==> config.mk <==
export PLATFORM = sky130hd
export DESIGN_NAME = pipe_flow_ctrl
export DESIGN_NICKNAME = d
export VERILOG_FILES = /design/src/rtl/pipe_flow_ctrl.sv
export SDC_FILE = /design/constraint.sdc
export NUM_CORES = 1
export LEC_CHECK = 0
export CORE_MARGIN = 2
export CORE_UTILIZATION = 45
export CTS_CLUSTER_SIZE = 40
export DETAILED_ROUTE_END_ITERATION = 7
export PLACE_DENSITY = 0.74
export SYNTH_ARGS = -nofsm -noshare
export SYNTH_HDL_FRONTEND = slang
export SYNTH_SLANG_ARGS = --single-unit
==> constraint.sdc <==
create_clock -name clk -period 1.8 [get_ports clk]
set_input_delay 0.36 -clock clk [delete_from_list [all_inputs] [get_ports clk]]
set_output_delay 0.36 -clock clk [all_outputs]
set_load 0.02 [all_outputs]
==> src/rtl/pipe_flow_ctrl.sv <==
// Pipeline flow controller: merges EX redirect, load-use and memory-busy
// hazards into PC/pipe-register controls, with flush/stall statistics.
// Ports: clk, rst (sync, active-high); ex_flush_req, ex_pc_src[1:0],
//   load_use_hazard, mem_busy in; pc_write, pc_src[1:0], if_id_write,
//   if_id_flush, id_ex_flush, ex_mem_hold, flush_cnt, stall_cnt out.
module pipe_flow_ctrl #(
    parameter int CNT_W = 16
) (
    input  logic             clk,
    input  logic             rst,
    input  logic             ex_flush_req,
    input  logic [1:0]       ex_pc_src,
    input  logic             load_use_hazard,
    input  logic             mem_busy,
    output logic             pc_write,
    output logic [1:0]       pc_src,
    output logic             if_id_write,
    output logic             if_id_flush,
    output logic             id_ex_flush,
    output logic             ex_mem_hold,
    output logic [CNT_W-1:0] flush_cnt,
    output logic [CNT_W-1:0] stall_cnt
);

    typedef enum logic [1:0] {
        RUN      = 2'd0,
        SQUASH   = 2'd1,
        MEM_WAIT = 2'd2
    } state_t;

    state_t           state_q, state_d;
    logic             pend_q, pend_d;
    logic [1:0]       pend_src_q, pend_src_d;
    logic [CNT_W-1:0] flush_cnt_q, stall_cnt_q;
    logic             flush_inc, stall_inc;

    always_comb begin
        state_d     = state_q;
        pend_d      = pend_q;
        pend_src_d  = pend_src_q;
        pc_write    = 1'b1;
        pc_src      = 2'b00;
        if_id_write = 1'b1;
        if_id_flush = 1'b0;
        id_ex_flush = 1'b0;
        ex_mem_hold = 1'b0;
        flush_inc   = 1'b0;
        stall_inc   = 1'b0;

        if (mem_busy) begin
            // Freeze has top priority in every state.
            pc_write    = 1'b0;
            if_id_write = 1'b0;
            ex_mem_hold = 1'b1;
            stall_inc   = 1'b1;
            state_d     = MEM_WAIT;
            // SQUASH holds a bubble in EX, so its request is not real.
            // While frozen the EX instruction does not change, so the
            // first latched redirect is kept.
            if (ex_flush_req && state_q != SQUASH && !pend_q) begin
                pend_d     = 1'b1;
                pend_src_d = ex_pc_src;
            end
        end else if (state_q == MEM_WAIT && pend_q) begin
            // Deferred redirect wins over a simultaneous request from
            // the same EX instruction.
            pc_src      = pend_src_q;
            if_id_flush = 1'b1;
            id_ex_flush = 1'b1;
            flush_inc   = 1'b1;
            pend_d      = 1'b0;
            state_d     = SQUASH;
        end else if (state_q == SQUASH) begin
            state_d = RUN;
        end else if (ex_flush_req) begin
            pc_src      = ex_pc_src;
            if_id_flush = 1'b1;
            id_ex_flush = 1'b1;
            flush_inc   = 1'b1;
            state_d     = SQUASH;
        end else if (load_use_hazard) begin
            pc_write    = 1'b0;
            if_id_write = 1'b0;
            id_ex_flush = 1'b1;
            stall_inc   = 1'b1;
            state_d     = RUN;
        end else begin
            state_d = RUN;
        end

        if (rst) begin
            pc_write    = 1'b0;
            pc_src      = 2'b00;
            if_id_write = 1'b0;
            if_id_flush = 1'b1;
            id_ex_flush = 1'b1;
            ex_mem_hold = 1'b0;
        end
    end

    always_ff @(posedge clk) begin
        if (rst) begin
            state_q     <= RUN;
            pend_q      <= 1'b0;
            pend_src_q  <= 2'b00;
            flush_cnt_q <= '0;
            stall_cnt_q <= '0;
        end else begin
            state_q    <= state_d;
            pend_q     <= pend_d;
            pend_src_q <= pend_src_d;
            if (flush_inc && !(&flush_cnt_q))
                flush_cnt_q <= flush_cnt_q + 1'b1;
            if (stall_inc && !(&stall_cnt_q))
                stall_cnt_q <= stall_cnt_q + 1'b1;
        end
    end

    assign flush_cnt = flush_cnt_q;
    assign stall_cnt = stall_cnt_q;

endmodule

==> results.yml <==
status:
  run_status: "finished clean"
worst_setup_path:
  critPathMaxFanout: 3
  setup_crit_path_kind: "reg2out"
  slowest_delay_ps: 350
  worst_ep_required_time_ps: 1440
  critical_path_source: "state_q[0]$_SDFF_PP0_"
  worst_r2r_endpoint: "flush_cnt[11]$_SDFFE_PP0P_"
  reg2reg_from: "state_q[0]$_SDFF_PP0_"
  startpoint_type: "flop"
  cp-end-kind: "output port"
  cp_cell_sequence: "buf_6 > nand2b_4 > buf_6 > a31oi_4 > nand2b_1 > o21bai_4 > buf_6"
  critical_path.most_common_cell: "sky130_fd_sc_hd__buf_6"
  rr_worst_depth: 8
  slowest_stage: "sky130_fd_sc_hd__dfxtp_2"
  cp_data_arrival_time_ps: 1440
  crit_path_end: "id_ex_flush"
  regToRegSetupSlack_ps: 90
run:
  drv_cap: 0
sta:
  maxClockFrequency_mhz: 556
  setup_repair_after_global_routing_missed_its_margin: "true"
  final-hold-violation-count: 0
  worstMarginPinSlew_ps: 433
  whs_ps: 544
  timing.final.crit_period_ps: 1800
  max-slew-margin-rel: 0.709
  report.final.slew_viol_count: 0
  setup_viol: 0
  fraction_of_the_cycle_the_final_worst_path_needs: 0.999
  worst_clock_skew_ps: 10.2
yosys:
  syn-instance-count: 227
  count_of_flip_flops_with_a_built_in_enable_after_synthesis: 0
  synth_cell_types: 45
  dominantRegCellSynth: "sky130_fd_sc_hd__dfxtp_1"
  synthesis.yosys.warnings: 0
  synth-async-reset-ratio: 0
  mappedNetlistNets: 236
  mappedNetlistArea_sq_mm: 0.00204
  post_synthesis_mean_instance_area_sq_um: 8.99
  yosys_register_bits: 37
  synth_seq_area_share: 0.363
global_routing:
  grt_util_all_layers: 0.185
  overflow: 0
  first_global_vias: 1737
  gr-usage-met2: 0.292
  global_route.usage.met1: 0.253
  global_route_wire_length_before_repair_mm: 7.75
  initial_antenna_violation_count: 0
  met3_usage: 0.0450
  grt_start_max_net_pins: 32
  grt_most_used_layer: "met2"
cells_and_area:
  n_antenna_cell: 0
  layout.cells.most_common: "sky130_fd_sc_hd__buf_4"
  multi_input_logic_area_sq_mm: 0.00131
  layout-area-overhead-vs-synth_pct: 48.3
  nFillCells: 345
  final_layout_size_suffix_gt1_frac: 0.291
  number_of_nets_in_the_final_layout: 321
  area.sequential_sq_um: 747
  final_cell_mix: "41 x sky130_fd_sc_hd__buf_4, 37 x sky130_fd_sc_hd__nor2_1, 32 x sky130_fd_sc_hd__dfxtp_1, 32 x sky130_fd_sc_hd__clkdlybuf4s50_1, 25 x sky130_fd_sc_hd__xnor2_1"
  post_route_cell_area_sq_mm: 0.00303
clock_network:
  clk_transition_reported_paths_ps: 70
  cts_max_path_buffers: 2
  clock-root-buffer: "sky130_fd_sc_hd__clkbuf_8"
  tritoncts: "built"
  clock_sink_count: 37
  numCtsBuffers: 5
  insertion_delay_ps: 280
  htree_levels: 2
placement:
  dpl-instance-area_sq_mm: 0.00280
  place.gp.congestion: 0.810
  placed_wire_length_estimate_after_detailed_placement_mm: 3.36
  port_buffers: 45
drt:
  1st_pass_router_iterations: 4
  antenna_violating_nets_post_route: 0
  detail_route.wl_per_cell_um: 12.9
  finalWirelength_mm: 4.72
  drt_iter0_drc: 84
  drt-vias-per-instance: 5.29
  remaining_drc_errors: 0
  vias_after_detailed_routing: 1930
pwr:
  irDropWorstVdd_uv: 701
  power.static_leakage_nw: 1.18
  fin_total_pwr_w: 0.00165
  power-per-cell-area_mw_per_mm2: 544
min_path:
  hold_path_startpoint: "flush_cnt[5]$_SDFFE_PP0P_"
  timing.hold.worst.class: "reg2reg"
die:
  row_count: 24
  placeableCoreArea_sq_mm: 0.00435
  num_io_pins: 46
  start_util: 0.469
  die_height_um: 71.3
  die_area_sq_mm: 0.00509
  die_x_um: 71.3
==> sequential cells by signal, summed over array words and instances (netlist names) <==
| signal | cells |
|---|---|
| state_q | 2 |
| pend_src_q | 2 |
| flush_cnt | 16 |
| stall_cnt | 16 |
| pend_q | 1 |
==> logic make-up (layout without fill, tap and decap cells) <==
group,count (synthesis),in the layout,share of synthesized area
compound gates,20,20,0.0883
xor+xnor,25,25,0.107
fa+ha+maj,2,2,0.0123
buf+inv,16,102,0.0398
flops,37,37,0.363
mux,6,6,0.0343
simple gates,121,121,0.355
==> cell usage after synthesis, drive strengths merged (2+ instances only) <==
cell | count | area [sq um]
nor4 | 13 | 136
nor3 | 11 | 76.3
and3 | 7 | 43.8
nand4 | 8 | 62.6
dfxtp | 37 | 741
nor4b | 3 | 41.3
mux2 | 2 | 30.0
nor2b | 2 | 12.5
mux2i | 4 | 40.0
a211oi | 6 | 45.0
a21oi | 4 | 20.0
inv | 6 | 22.5
xnor2 | 25 | 219
clkbuf | 4 | 15.0
nand3 | 13 | 65.1
a22oi | 2 | 15.0
a31oi | 2 | 27.5
ha | 2 | 25.0
buf | 6 | 43.8
nor2 | 39 | 146
nand2b | 4 | 32.5
nand2 | 15 | 56.3
==> power by group <==
group,switching (W),internal (W)
clock network,0.000278,0.000268
logic,0.000130,0.000126
registers,0.0000113,0.000835
total,0.000419,0.00123
==> how the worst min path moves through the flow <==
stage | endpoint | cells after the start
after floorplan | pend_src_q[0]$_SDFFE_PP0P_ | 2
after global placement | pend_src_q[0]$_SDFFE_PP0P_ | 2
after detailed placement | pend_src_q[1]$_SDFFE_PP0P_ | 2
after CTS | pend_src_q[1]$_SDFFE_PP0P_ | 2
after global routing | pend_src_q[0]$_SDFFE_PP0P_ | 2
final | flush_cnt[5]$_SDFFE_PP0P_ | 2
==> stage by stage <==
step / std cells / setup slack (ps) / util / TNS (ps)
3_3_place_gp: 350 / -588 / 0.644 / -9410
5_1_grt: 365 / -67.4 / 0.695 / -301
2_1_floorplan: 227 / -82.3 / - / -82.3
6_report: 365 / 1.84 / 0.695 / 0
4_1_cts: 358 / -0.562 / 0.657 / -0.562
3_5_place_dp: 350 / -596 / 0.644 / -9970
==> final cells by class <==
type | instances | area share
tap | 52 | 0.0215
multi-input combinational | 174 | 0.433
inverter | 6 | 0.00744
timing repair buffer | 88 | 0.264
clock inverter | 2 | 0.00331
sequential | 37 | 0.247
clock buffer | 6 | 0.0240
==> worst max-delay path, delay by kind of cell (launching register included) <==
family                 cells  cell delay [ps]
and+or+nand+nor            2              140
buffers and inverters      3              350
DFF                        1              350
AOI/OAI and AO/OA          2              320
==> repair_timing <==
item	in CTS	in global routing
buffers inserted	0	7
gates resized for setup	31	28
pin swaps	0	7
hold buffers	0	0
endpoints found under the setup margin	16	15
gates cloned	0	0
==> per-layer routing <==
layer  vias up  routed length [um]
met5         -                   0
met4         0                  34
met3         4                 196
met2        37                2220
met1       915                2270
li1        974                   -
(Power assumes the default switching activity.)
